--- config.mk ---
export PLATFORM = sky130hd
export DESIGN_NAME = id_ex_pipe_reg
export DESIGN_NICKNAME = d
export VERILOG_FILES = /design/src/rtl/id_ex_pipe_reg.sv
export SDC_FILE = /design/constraint.sdc
export NUM_CORES = 1
export LEC_CHECK = 0
export CORE_AREA = 2 2 153 155
export DETAILED_ROUTE_END_ITERATION = 16
export DIE_AREA = 0 0 155 157
export PLACE_DENSITY = 0.77
export SLEW_MARGIN = 20
export SYNTH_ARGS = -nofsm -noshare
export SYNTH_HDL_FRONTEND = slang
export SYNTH_SLANG_ARGS = --single-unit
--- constraint.sdc ---
create_clock -name clk -period 3.76 [get_ports clk]
set_input_delay 0.752 -clock clk [delete_from_list [all_inputs] [get_ports clk]]
set_output_delay 0.752 -clock clk [all_outputs]
set_load 0.1 [all_outputs]
--- src/rtl/id_ex_pipe_reg.sv ---
// Decode->Execute pipeline register with stall/flush handling and a saturating
// count of bubbles inserted by flush.
module id_ex_pipe_reg #(
  parameter int XLEN    = 32,
  parameter int REGADDR = 5,
  parameter int CNTW    = 16
) (
  input  logic               clk,
  input  logic               rst_n,
  input  logic               StallE,
  input  logic               FlushE,
  input  logic               ValidD,
  input  logic [XLEN-1:0]    PCD,
  input  logic [XLEN-1:0]    PCPlus4D,
  input  logic [XLEN-1:0]    RD1D,
  input  logic [XLEN-1:0]    RD2D,
  input  logic [XLEN-1:0]    ImmExtD,
  input  logic [REGADDR-1:0] RegSource1D,
  input  logic [REGADDR-1:0] RegSource2D,
  input  logic [REGADDR-1:0] RegDestinD,
  input  logic               RegWriteD,
  input  logic [1:0]         ResultSrcD,
  input  logic               MemWriteD,
  input  logic               JumpD,
  input  logic               BranchD,
  input  logic [2:0]         ALUControlD,
  input  logic               ALUSrcD,
  output logic               ValidE,
  output logic [XLEN-1:0]    PCE,
  output logic [XLEN-1:0]    PCPlus4E,
  output logic [XLEN-1:0]    RD1E,
  output logic [XLEN-1:0]    RD2E,
  output logic [XLEN-1:0]    ImmExtE,
  output logic [REGADDR-1:0] RegSource1E,
  output logic [REGADDR-1:0] RegSource2E,
  output logic [REGADDR-1:0] RegDestinE,
  output logic               RegWriteE,
  output logic [1:0]         ResultSrcE,
  output logic               MemWriteE,
  output logic               JumpE,
  output logic               BranchE,
  output logic [2:0]         ALUControlE,
  output logic               ALUSrcE,
  output logic [CNTW-1:0]    BubbleCountE
);

  typedef struct packed {
    logic               valid;
    logic [XLEN-1:0]    pc;
    logic [XLEN-1:0]    pc_plus4;
    logic [XLEN-1:0]    rd1;
    logic [XLEN-1:0]    rd2;
    logic [XLEN-1:0]    imm;
    logic [REGADDR-1:0] rs1;
    logic [REGADDR-1:0] rs2;
    logic [REGADDR-1:0] rd;
    logic               reg_write;
    logic [1:0]         result_src;
    logic               mem_write;
    logic               jump;
    logic               branch;
    logic [2:0]         alu_control;
    logic               alu_src;
  } e_stage_t;

  e_stage_t        stage_d, stage_q;
  logic [CNTW-1:0] bubble_cnt_d, bubble_cnt_q;

  always_comb begin
    stage_d      = stage_q;
    bubble_cnt_d = bubble_cnt_q;
    if (FlushE) begin
      // An all-zero slot keeps forwarding pointed at x0 and suppresses side effects.
      stage_d = '0;
      if (bubble_cnt_q != {CNTW{1'b1}})
        bubble_cnt_d = bubble_cnt_q + CNTW'(1);
    end else if (!StallE) begin
      stage_d.valid       = ValidD;
      stage_d.pc          = PCD;
      stage_d.pc_plus4    = PCPlus4D;
      stage_d.rd1         = RD1D;
      stage_d.rd2         = RD2D;
      stage_d.imm         = ImmExtD;
      stage_d.rs1         = RegSource1D;
      stage_d.rs2         = RegSource2D;
      stage_d.rd          = RegDestinD;
      stage_d.reg_write   = RegWriteD;
      stage_d.result_src  = ResultSrcD;
      stage_d.mem_write   = MemWriteD;
      stage_d.jump        = JumpD;
      stage_d.branch      = BranchD;
      stage_d.alu_control = ALUControlD;
      stage_d.alu_src     = ALUSrcD;
    end
  end

  always_ff @(posedge clk or negedge rst_n) begin
    if (!rst_n) begin
      stage_q      <= '0;
      bubble_cnt_q <= '0;
    end else begin
      stage_q      <= stage_d;
      bubble_cnt_q <= bubble_cnt_d;
    end
  end

  assign ValidE       = stage_q.valid;
  assign PCE          = stage_q.pc;
  assign PCPlus4E     = stage_q.pc_plus4;
  assign RD1E         = stage_q.rd1;
  assign RD2E         = stage_q.rd2;
  assign ImmExtE      = stage_q.imm;
  assign RegSource1E  = stage_q.rs1;
  assign RegSource2E  = stage_q.rs2;
  assign RegDestinE   = stage_q.rd;
  assign RegWriteE    = stage_q.reg_write;
  assign ResultSrcE   = stage_q.result_src;
  assign MemWriteE    = stage_q.mem_write;
  assign JumpE        = stage_q.jump;
  assign BranchE      = stage_q.branch;
  assign ALUControlE  = stage_q.alu_control;
  assign ALUSrcE      = stage_q.alu_src;
  assign BubbleCountE = bubble_cnt_q;

endmodule

==> flow_summary.yaml <==
status:
  status: "finished, final reports clean"
critical_path:
  r2r_cells: 5
  crit_cells: 1
  critPathArrivalTime_ps: 2150
  regToRegSetupSlack_ps: 1780
  end_kind: "primary output"
  cpMaxStageDelayCell: "clkdlybuf4s50_1"
  cp.required_ps: 3010
  crit_type: "reg2out"
  path_buf_inv: 1
  cpLargestDelayFamily: "buffers and inverters"
  cpPeakStageDelay_ps: 1190
  cp_cell_sequence: "clkdlybuf4s50_1"
  critPathMaxFanout: 9
  start_kind: "flop"
clocking:
  clkSinkCount: 202
  cts_root_buf: "clkbuf_16"
  hold_buffers: 0
  cts_tree: "done"
  clock_latency_ps: 490
  post_cts_buffers: 0
  h-tree-depth: 1
  cts_max_path_buffers: 3
  clkSlewWorstSetupHoldPaths_ps: 50
  numCtsBuffers: 23
  cts_resized: 0
sta:
  min_period_ps: 2900
  tightest_slew_ps: 1040
  setup_tns_ps: 0
  final-setup-viol-count: 0
  period_share_pct: 77.2
  maxSlewHeadroom_pct: 30.2
  finClkSkew_ps: 5.10
  rsz0062_at_grt: "no"
  final_hold_viol_count: 0
  final-max-slew-violation-count: 0
  fmax_mhz: 345
floorplanning:
  fp-row-count: 55
  die_area_um2: 24300
  die_height_um: 157
  io_pins: 392
  coreArea_um2: 22500
  die_x_um: 155
  start_util_pct: 36.4
final_layout:
  antenna_cells: 0
  area_growth_pct: 60.1
  fin_util_pct: 58.2
  regArea_um2: 5050
  fillers: 1869
  multi_input_area_um2: 2940
  drive_above_1_share_pct: 4.58
  final_nets: 1247
synthesis:
  seq_area_frac_synth_pct: 61.7
  synth.distinct_cells: 27
  postSynthCellCount: 674
  synthFlopType: "dfrtp_1"
  ys_ff_latch: 202
  syn_area_per_cell_um2: 12.2
  syn_nets: 865
  synthArstFlopShare_pct: 100
  yosys_warnings: 0
  synth_edf_count: 0
  syn_area_um2: 8190
route:
  vias_per_cell: 4.73
  ant_nets: 0
  drt_pre_antenna_iters: 4
  wl_met3_um: 2040
  drc: 0
  wire_per_inst_um: 17.9
  wl_met2_um: 12000
  met1_length_um: 9370
  wirelength_um: 24200
  dr.first_iter.drc_count: 304
  vias: 6406
  maxUsedRoutingLayer: "met4"
power:
  p_int_mw: 4.20
  pwr-share-seq_pct: 36.9
  power_density_nw_per_um2: 504
  leakagePower_nw: 6.13
  power_switching_share_pct: 36.5
  comb_power_share_pct: 30.8
  clkPwrFrac_pct: 32.2
  ir_drop_uv: 686
  switchingPower_mw: 2.41
global_route:
  antenna_found_initial: 0
  grt_pass1_wl_um: 37100
  grt_max_degree: 97
  first_global_vias: 6632
  gr-total-overflow: 0
  grt_usage_pct: 19.2
placed_design:
  gp_congestion: 0.821
  dp_hpwl_um: 17200
  port-buffer-count: 391
min_path:
  worstHoldPathType: "in2async"
flow_run:
  max_cap_violations: 0
## final cells by class
cell class / count / area share, %
clock buffer: 36 / 5.15
clock inverter: 3 / 0.305
timing repair buffer: 400 / 30.8
multi-input combinational: 429 / 22.4
tap: 285 / 2.72
sequential: 202 / 38.6
## path summary, 6_finish.rpt
check | start | endpoint
min | rst_n | PCE[21]$_DFFE_PN0P_
max reg2reg | BubbleCountE[0]$_DFFE_PN0P_ | BubbleCountE[1]$_DFFE_PN0P_
max | BubbleCountE[5]$_DFFE_PN0P_ | BubbleCountE[5]
min in group clk | BubbleCountE[15]$_DFFE_PN0P_ | BubbleCountE[15]$_DFFE_PN0P_
min reg2reg | BubbleCountE[15]$_DFFE_PN0P_ | BubbleCountE[15]$_DFFE_PN0P_
max in group asynchronous | rst_n | BubbleCountE[14]$_DFFE_PN0P_
## state kept, by name (all words and copies together) (netlist names), 2 cells and up
signal / flops
RD1E: 32
RegSource1E: 5
RegSource2E: 5
RD2E: 32
ResultSrcE: 2
PCPlus4E: 32
RegDestinE: 5
PCE: 32
ImmExtE: 32
ALUControlE: 3
BubbleCountE: 16
## metal layers
layer / track usage, % / up-vias
li1: - / 3019
met1: 22.7 / 3074
met2: 32.9 / 261
met3: 6.11 / 52
met4: 6.83 / 0
met5: 0 / -
## power by group through the flow
| stage | clock network (mW) | registers (mW) | logic (mW) |
|---|---|---|---|
| detailed placement | 0 | 2.48 | 2.05 |
| CTS | 2.20 | 2.44 | 2.05 |
| global route | 2.30 | 2.46 | 2.12 |
| floorplan | 0 | 3.55 | 0.312 |
| global placement | 0 | 2.47 | 2.04 |
| finish | 2.13 | 2.44 | 2.04 |
## cells by family (layout without fill, tap and decap cells)
logic type / Yosys count / in the layout / synth area share (%)
simple gates: 224 / 224 / 11.2
flops: 202 / 202 / 61.7
mux: 188 / 188 / 23.1
buf+inv: 43 / 439 / 2.37
xor+xnor: 10 / 10 / 1.07
compound gates: 6 / 6 / 0.428
fa+ha+maj: 1 / 1 / 0.153
## through the flow
| step | power (mW) | cell area, um^2 | std cells | hold WS [ps] | setup slack [ps] |
|---|---|---|---|---|---|
| after floorplan | 3.86 | 8190 | 674 | 456 | 1300 |
| after global placement | 4.50 | 12400 | 1316 | 491 | 1400 |
| after detailed placement | 4.52 | 12400 | 1316 | 495 | 1370 |
| after CTS | 6.69 | 13100 | 1355 | 340 | 835 |
| after global routing | 6.88 | 13100 | 1355 | 392 | 787 |
| final | 6.61 | 13100 | 1355 | 336 | 858 |
## Yosys cell counts (all sizes together), types with 3 or more instances
| library cell | number | area, um^2 |
|---|---|---|
| nand4 | 9 | 62.6 |
| xnor2 | 8 | 70.1 |
| nand2 | 8 | 37.5 |
| nand3 | 5 | 25.0 |
| a21oi | 3 | 15.0 |
| nor2 | 189 | 709 |
| clkbuf | 15 | 56.3 |
| buf | 28 | 138 |
| dfrtp | 202 | 5050 |
| and3 | 4 | 25.0 |
| mux2i | 186 | 1860 |
## cell usage in the layout, fill, tap and decap left out, types with 3 or more instances in the layout
master,Yosys,final
buf_4,0,5
nand3_1,5,5
nand2_1,7,7
and3_1,4,4
clkbuf_1,15,8
a21oi_1,3,3
mux2i_1,186,186
buf_12,0,4
nand4_1,8,8
nor2_1,189,189
clkbuf_8,0,6
xnor2_1,8,8
dfrtp_1,202,202
clkdlybuf4s50_1,0,388
clkbuf_16,0,23
(Power assumes the default switching activity.)
